## src/rtl/shift_sequencer_pkg.sv

```systemverilog
// Shared definitions for the serial shift sequencer: FSM encodings,
// direction constants and default sizes.
package shift_sequencer_pkg;

    localparam int DEF_WIDTH = 4;
    localparam int DEF_CNT_W = 3;

    localparam logic DIR_LEFT  = 1'b0;
    localparam logic DIR_RIGHT = 1'b1;

    typedef enum logic [1:0] {
        ST_IDLE  = 2'b00,
        ST_SHIFT = 2'b01,
        ST_DONE  = 2'b10
    } state_t;

    // Enables presented to the datapath each cycle; at most one is set.
    typedef struct packed {
        logic load;
        logic shl;
        logic shr;
    } dp_ctrl_t;

endpackage

```

## src/rtl/shift_sequencer_datapath.sv

```systemverilog
// WIDTH-bit serial shift register: parallel load, one-bit logical shift
// left or right per enabled cycle, and the bit that the active shift drops.
module shift_datapath
    import shift_sequencer_pkg::*;
#(
    parameter int WIDTH = DEF_WIDTH
) (
    input  logic             clk,
    input  logic             rst_n,
    input  dp_ctrl_t         ctrl,
    input  logic [WIDTH-1:0] data,
    output logic [WIDTH-1:0] q,
    output logic             out_bit
);

    always_ff @(posedge clk or negedge rst_n) begin
        if (!rst_n) begin
            q <= '0;
        end else if (ctrl.load) begin
            q <= data;
        end else if (ctrl.shl) begin
            q <= {q[WIDTH-2:0], 1'b0};
        end else if (ctrl.shr) begin
            q <= {1'b0, q[WIDTH-1:1]};
        end
    end

    // Right shifts drop the LSB, everything else reports the MSB.
    assign out_bit = ctrl.shr ? q[0] : q[WIDTH-1];

endmodule

```

## src/rtl/shift_sequencer.sv

```systemverilog
// Multi-bit shift controller: accepts one command in IDLE, issues AMOUNT
// single-bit shifts on the serial datapath, then pulses done for one cycle.
module shift_sequencer
    import shift_sequencer_pkg::*;
#(
    parameter int WIDTH = DEF_WIDTH,
    parameter int CNT_W = DEF_CNT_W
) (
    input  logic             clk,
    input  logic             rst_n,
    input  logic             start,
    input  logic             dir,
    input  logic [CNT_W-1:0] amount,
    input  logic [WIDTH-1:0] data_in,
    output logic             busy,
    output logic             done,
    output logic [WIDTH-1:0] result,
    output logic             carry,
    output logic             zero
);

    state_t           state;
    logic [CNT_W-1:0] cnt;
    logic             dir_q;
    dp_ctrl_t         ctrl;
    logic             out_bit;

    always_comb begin
        ctrl      = '0;
        ctrl.load = (state == ST_IDLE) && start;
        ctrl.shl  = (state == ST_SHIFT) && (dir_q == DIR_LEFT);
        ctrl.shr  = (state == ST_SHIFT) && (dir_q == DIR_RIGHT);
    end

    shift_datapath #(
        .WIDTH (WIDTH)
    ) u_dp (
        .clk     (clk),
        .rst_n   (rst_n),
        .ctrl    (ctrl),
        .data    (data_in),
        .q       (result),
        .out_bit (out_bit)
    );

    always_ff @(posedge clk or negedge rst_n) begin
        if (!rst_n) begin
            state <= ST_IDLE;
            cnt   <= '0;
            dir_q <= DIR_LEFT;
            carry <= 1'b0;
            busy  <= 1'b0;
            done  <= 1'b0;
        end else begin
            case (state)
                ST_IDLE: begin
                    if (start) begin
                        dir_q <= dir;
                        cnt   <= amount;
                        carry <= 1'b0;
                        busy  <= 1'b1;
                        // A zero-distance shift goes straight to completion.
                        if (amount != '0) begin
                            state <= ST_SHIFT;
                            done  <= 1'b0;
                        end else begin
                            state <= ST_DONE;
                            done  <= 1'b1;
                        end
                    end
                end
                ST_SHIFT: begin
                    carry <= out_bit;
                    cnt   <= cnt - CNT_W'(1);
                    if (cnt == CNT_W'(1)) begin
                        state <= ST_DONE;
                        done  <= 1'b1;
                    end
                end
                ST_DONE: begin
                    state <= ST_IDLE;
                    busy  <= 1'b0;
                    done  <= 1'b0;
                end
                default: begin
                    state <= ST_IDLE;
                    busy  <= 1'b0;
                    done  <= 1'b0;
                end
            endcase
        end
    end

    assign zero = (result == '0);

endmodule
```

## config.mk

```make
export PLATFORM = sky130hd
export DESIGN_NAME = shift_sequencer
export DESIGN_NICKNAME = d
export VERILOG_FILES = /design/src/rtl/shift_sequencer_pkg.sv /design/src/rtl/shift_sequencer_datapath.sv /design/src/rtl/shift_sequencer.sv
export SDC_FILE = /design/constraint.sdc
export NUM_CORES = 1
export LEC_CHECK = 0
export CORE_MARGIN = 2
export CORE_UTILIZATION = 45
export CTS_BUF_LIST = sky130_fd_sc_hd__clkbuf_16
export DETAILED_ROUTE_END_ITERATION = 6
export GPL_TIMING_DRIVEN = 0
export PLACE_DENSITY_LB_ADDON = 0.2
export SLEW_MARGIN = 25
export SYNTH_ARGS = -nofsm -noshare
export SYNTH_HDL_FRONTEND = slang
export SYNTH_HIERARCHICAL = 1
export SYNTH_SLANG_ARGS = --single-unit
```

## constraint.sdc

```tcl
create_clock -name clk -period 1.7 [get_ports clk]
set_input_delay 0.17 -clock clk [delete_from_list [all_inputs] [get_ports clk]]
set_output_delay 0.17 -clock clk [all_outputs]
set_load 0.1 [all_outputs]
```

==> flow_metrics.env <==
export IMPL_syn_inst=70
export IMPL_hold_viol=0
export IMPL_post_drt_via_cell_ratio=5.56
export IMPL_finalNetCount=106
export IMPL_ys_async_sr_fraction_pct=100
export IMPL_worstMarginPinSlew_ns=0.953
export IMPL_yosysWarnings=6
export IMPL_synth_edf_count=0
export IMPL_grt_pass1_vias=585
export IMPL_drive_gt1_share_pct=22.8
export IMPL_yosysSeqAreaShare_pct=42.1
export IMPL_worstSetupEndpointType="primary output"
export IMPL_relSlewSlack_pct=36.7
export IMPL_setup_viol=0
export IMPL_synthSimpleGateAreaFrac_pct=20.5
export IMPL_area_growth_pct=42.5
export IMPL_coreArea_sq_um=1490
export IMPL_synth_most_common_cell="dfrtp_1"
export IMPL_drc=0
export IMPL_clock_latency_ns=0.24
export IMPL_ys_top_cells_by_count="dfrtp_1 (12), a21oi_1 (7), inv_1 (6)"
export IMPL_synth_fp_nets=83
export IMPL_vias=601
export IMPL_wl_per_cell_um=14.2
export IMPL_routabilityCongestion=0.830
export IMPL_cp_data_arrival_time_ns=1.51
export IMPL_die_x_um=43.8
export IMPL_grt_use_total_pct=19.1
export IMPL_diodes=0
export IMPL_grt_overflow_total=0
export IMPL_ys_top_cells_by_area="dfrtp_1 (42%), a21oi_1 (4.9%), a221oi_2 (4.2%), ha_1 (3.5%), o22ai_1 (3.5%)"
export IMPL_cp_max_fo=5
export IMPL_crit_chain="clkdlybuf4s15_1"
export IMPL_synth_top_area_cell="dfrtp_1"
export IMPL_drv_slew=0
export IMPL_ctsHoldBuffers=0
export IMPL_clock_path_buffers=2
export IMPL_fin_area_sq_um=1020
export IMPL_synthAdderAreaFrac_pct=3.51
export IMPL_dpl_hpwl_um=1100
export IMPL_initial_core_util_pct=47.9
export IMPL_synthDistinctLibCells=31
export IMPL_setup_worst_path_class="flop to primary output"
export IMPL_grt_first_pass_wirelength_um=2620
export IMPL_clkTransAtPathRegs_ns=0.04
export IMPL_dp_cells=104
export IMPL_drt_total_wl_um=1540
export IMPL_h_tree_depth=1
export IMPL_critPathBufInv=1
export IMPL_yosysTopAreaCellShare_pct=42.1
export IMPL_critPathTopFamily="buffers and inverters"
export IMPL_tritoncts="done"
export IMPL_muxShareOfSynthArea_pct=7.54
export IMPL_fin_crit_sh_pct=98.7
export IMPL_synth_xor_area_share_pct=0
export IMPL_synth_top_family_by_area="simple AND/OR/NAND/NOR gates"
export IMPL_cp_start_kind="flop"
export IMPL_io_buffers=18
export IMPL_ant_nets=0
export IMPL_ys_seq_elements=12
export IMPL_num_io_pins=19
export IMPL_num_rows=14
export IMPL_drt_iter0_drc=17
export IMPL_dieHeight_um=43.8
export IMPL_grt_max_degree=13
export IMPL_drt_pass1_iter_count=4
export IMPL_die_area_sq_um=1920
export IMPL_synth_area_sq_um=713
export IMPL_antenna_found_initial=0
export IMPL_drv_cap=0
export IMPL_slowest_delay_ns=0.84
export IMPL_placedInstanceArea_sq_um=946
export IMPL_required_ns=1.53
export IMPL_rsz0062_at_grt="false"
export IMPL_synth_compound_area_share_pct=19.3
export IMPL_fin_worst_skew_ns=0.00373
export IMPL_fin_cells=108
export IMPL_dominantRegCellSynth="dfrtp_1"
export IMPL_holdCritPathClass="primary input to asynchronous set/reset pin"
export IMPL_fin_crit_ns=1.68
export IMPL_status="complete, no violations"
export IMPL_fmax_mhz=596
export IMPL_clkSinkCount=12
export IMPL_finish_utilization_pct=68.2
export IMPL_crit_slowest_cell="clkdlybuf4s15_1"
export IMPL_cts_root_buffer="clkbuf_16"
export IMPL_syn_area_per_cell_sq_um=10.2
export IMPL_cts_buffers_inserted=3
registers in the layout, summed over array words and instances, names as in the netlist:
signal and count:
u_dp/q 4, carry 1, dir_q 1, done 1, state 1, busy 1, cnt 3
logic make-up (layout without fill, tap and decap cells):
kind of cell	count (synthesis)	after routing
AND/OR/NAND/NOR	22	22
multiplexers	5	5
AO/OA/AOI/OAI	19	19
adder cells (fa/ha/maj)	2	2
buffers and inverters	10	32
flip-flops	12	12
through the flow:
stage               setup TNS [ns]  worst slack [ns]  hold WS (ns)
detailed placement          -0.507            -0.380         0.508
global placement            -0.480            -0.379         0.495
floorplan                   -0.237            -0.237        -0.126
CTS                              0           0.00277         0.305
global route                     0           0.00303         0.344
finish                           0            0.0217         0.284
repair_timing:
| item | in CTS | in global routing |
|---|---|---|
| endpoints found under the hold margin | 0 | 0 |
| cloned | 0 | 0 |
| setup buffers | 0 | 0 |
| endpoints found under the setup margin | 8 | 1 |
| resized for setup | 15 | 1 |
layout make-up:
type	instances	area [sq um]
buffer	3	27.5
clock buffer	3	75.1
clock inverter	1	3.75
fill	114	473
inverter	7	26.3
multi-input combinational	48	380
sequential	12	312
tap	16	20.0
timing repair buffer	18	171
worst paths after layout:
check                      cells past startpoint  slack (ns)        end       start
max                                            1        0.02  result[0]   u_dp/q[0]
min                                            1        0.28       done       rst_n
max reg2reg                                    5        0.13  u_dp/q[0]        done
min reg2reg                                    1        0.51      dir_q       dir_q
max in group asynchronous                      1        1.01  u_dp/q[2]       rst_n
min in group clk                               3        0.49  u_dp/q[1]  data_in[1]
routing by layer:
metal	up-vias	share of wire (%)	GRT usage, %
li1	300	-	-
met1	283	45	25.3
met2	16	49	26.8
met3	2	5.3	7.92
met4	0	0.59	9.09
met5	-	0	0
placed cells by master (no fill, tap or decap), types with 2 or more instances in the layout:
| cell type | netlist | layout |
|---|---|---|
| nand2_1 | 2 | 2 |
| nand2b_1 | 3 | 3 |
| ha_1 | 2 | 2 |
| a22o_1 | 2 | 2 |
| nor3b_1 | 2 | 2 |
| dfrtp_1 | 12 | 7 |
| inv_1 | 6 | 7 |
| clkbuf_16 | 0 | 3 |
| clkdlybuf4s15_1 | 0 | 4 |
| buf_6 | 1 | 2 |
| a21oi_1 | 7 | 7 |
| dfrtp_2 | 0 | 3 |
| mux2i_1 | 2 | 2 |
| dlygate4sd2_1 | 0 | 3 |
| nor2_1 | 5 | 5 |
| clkdlybuf4s50_1 | 0 | 10 |
| a221oi_2 | 2 | 2 |
| mux2_1 | 2 | 2 |
| nor2b_1 | 2 | 2 |
| o22ai_1 | 4 | 4 |
| dfrtp_4 | 0 | 2 |
Power is left out: the tool's default activity adds up to more than one toggle a clock period on the data nets, which glitch-free logic cannot reach.
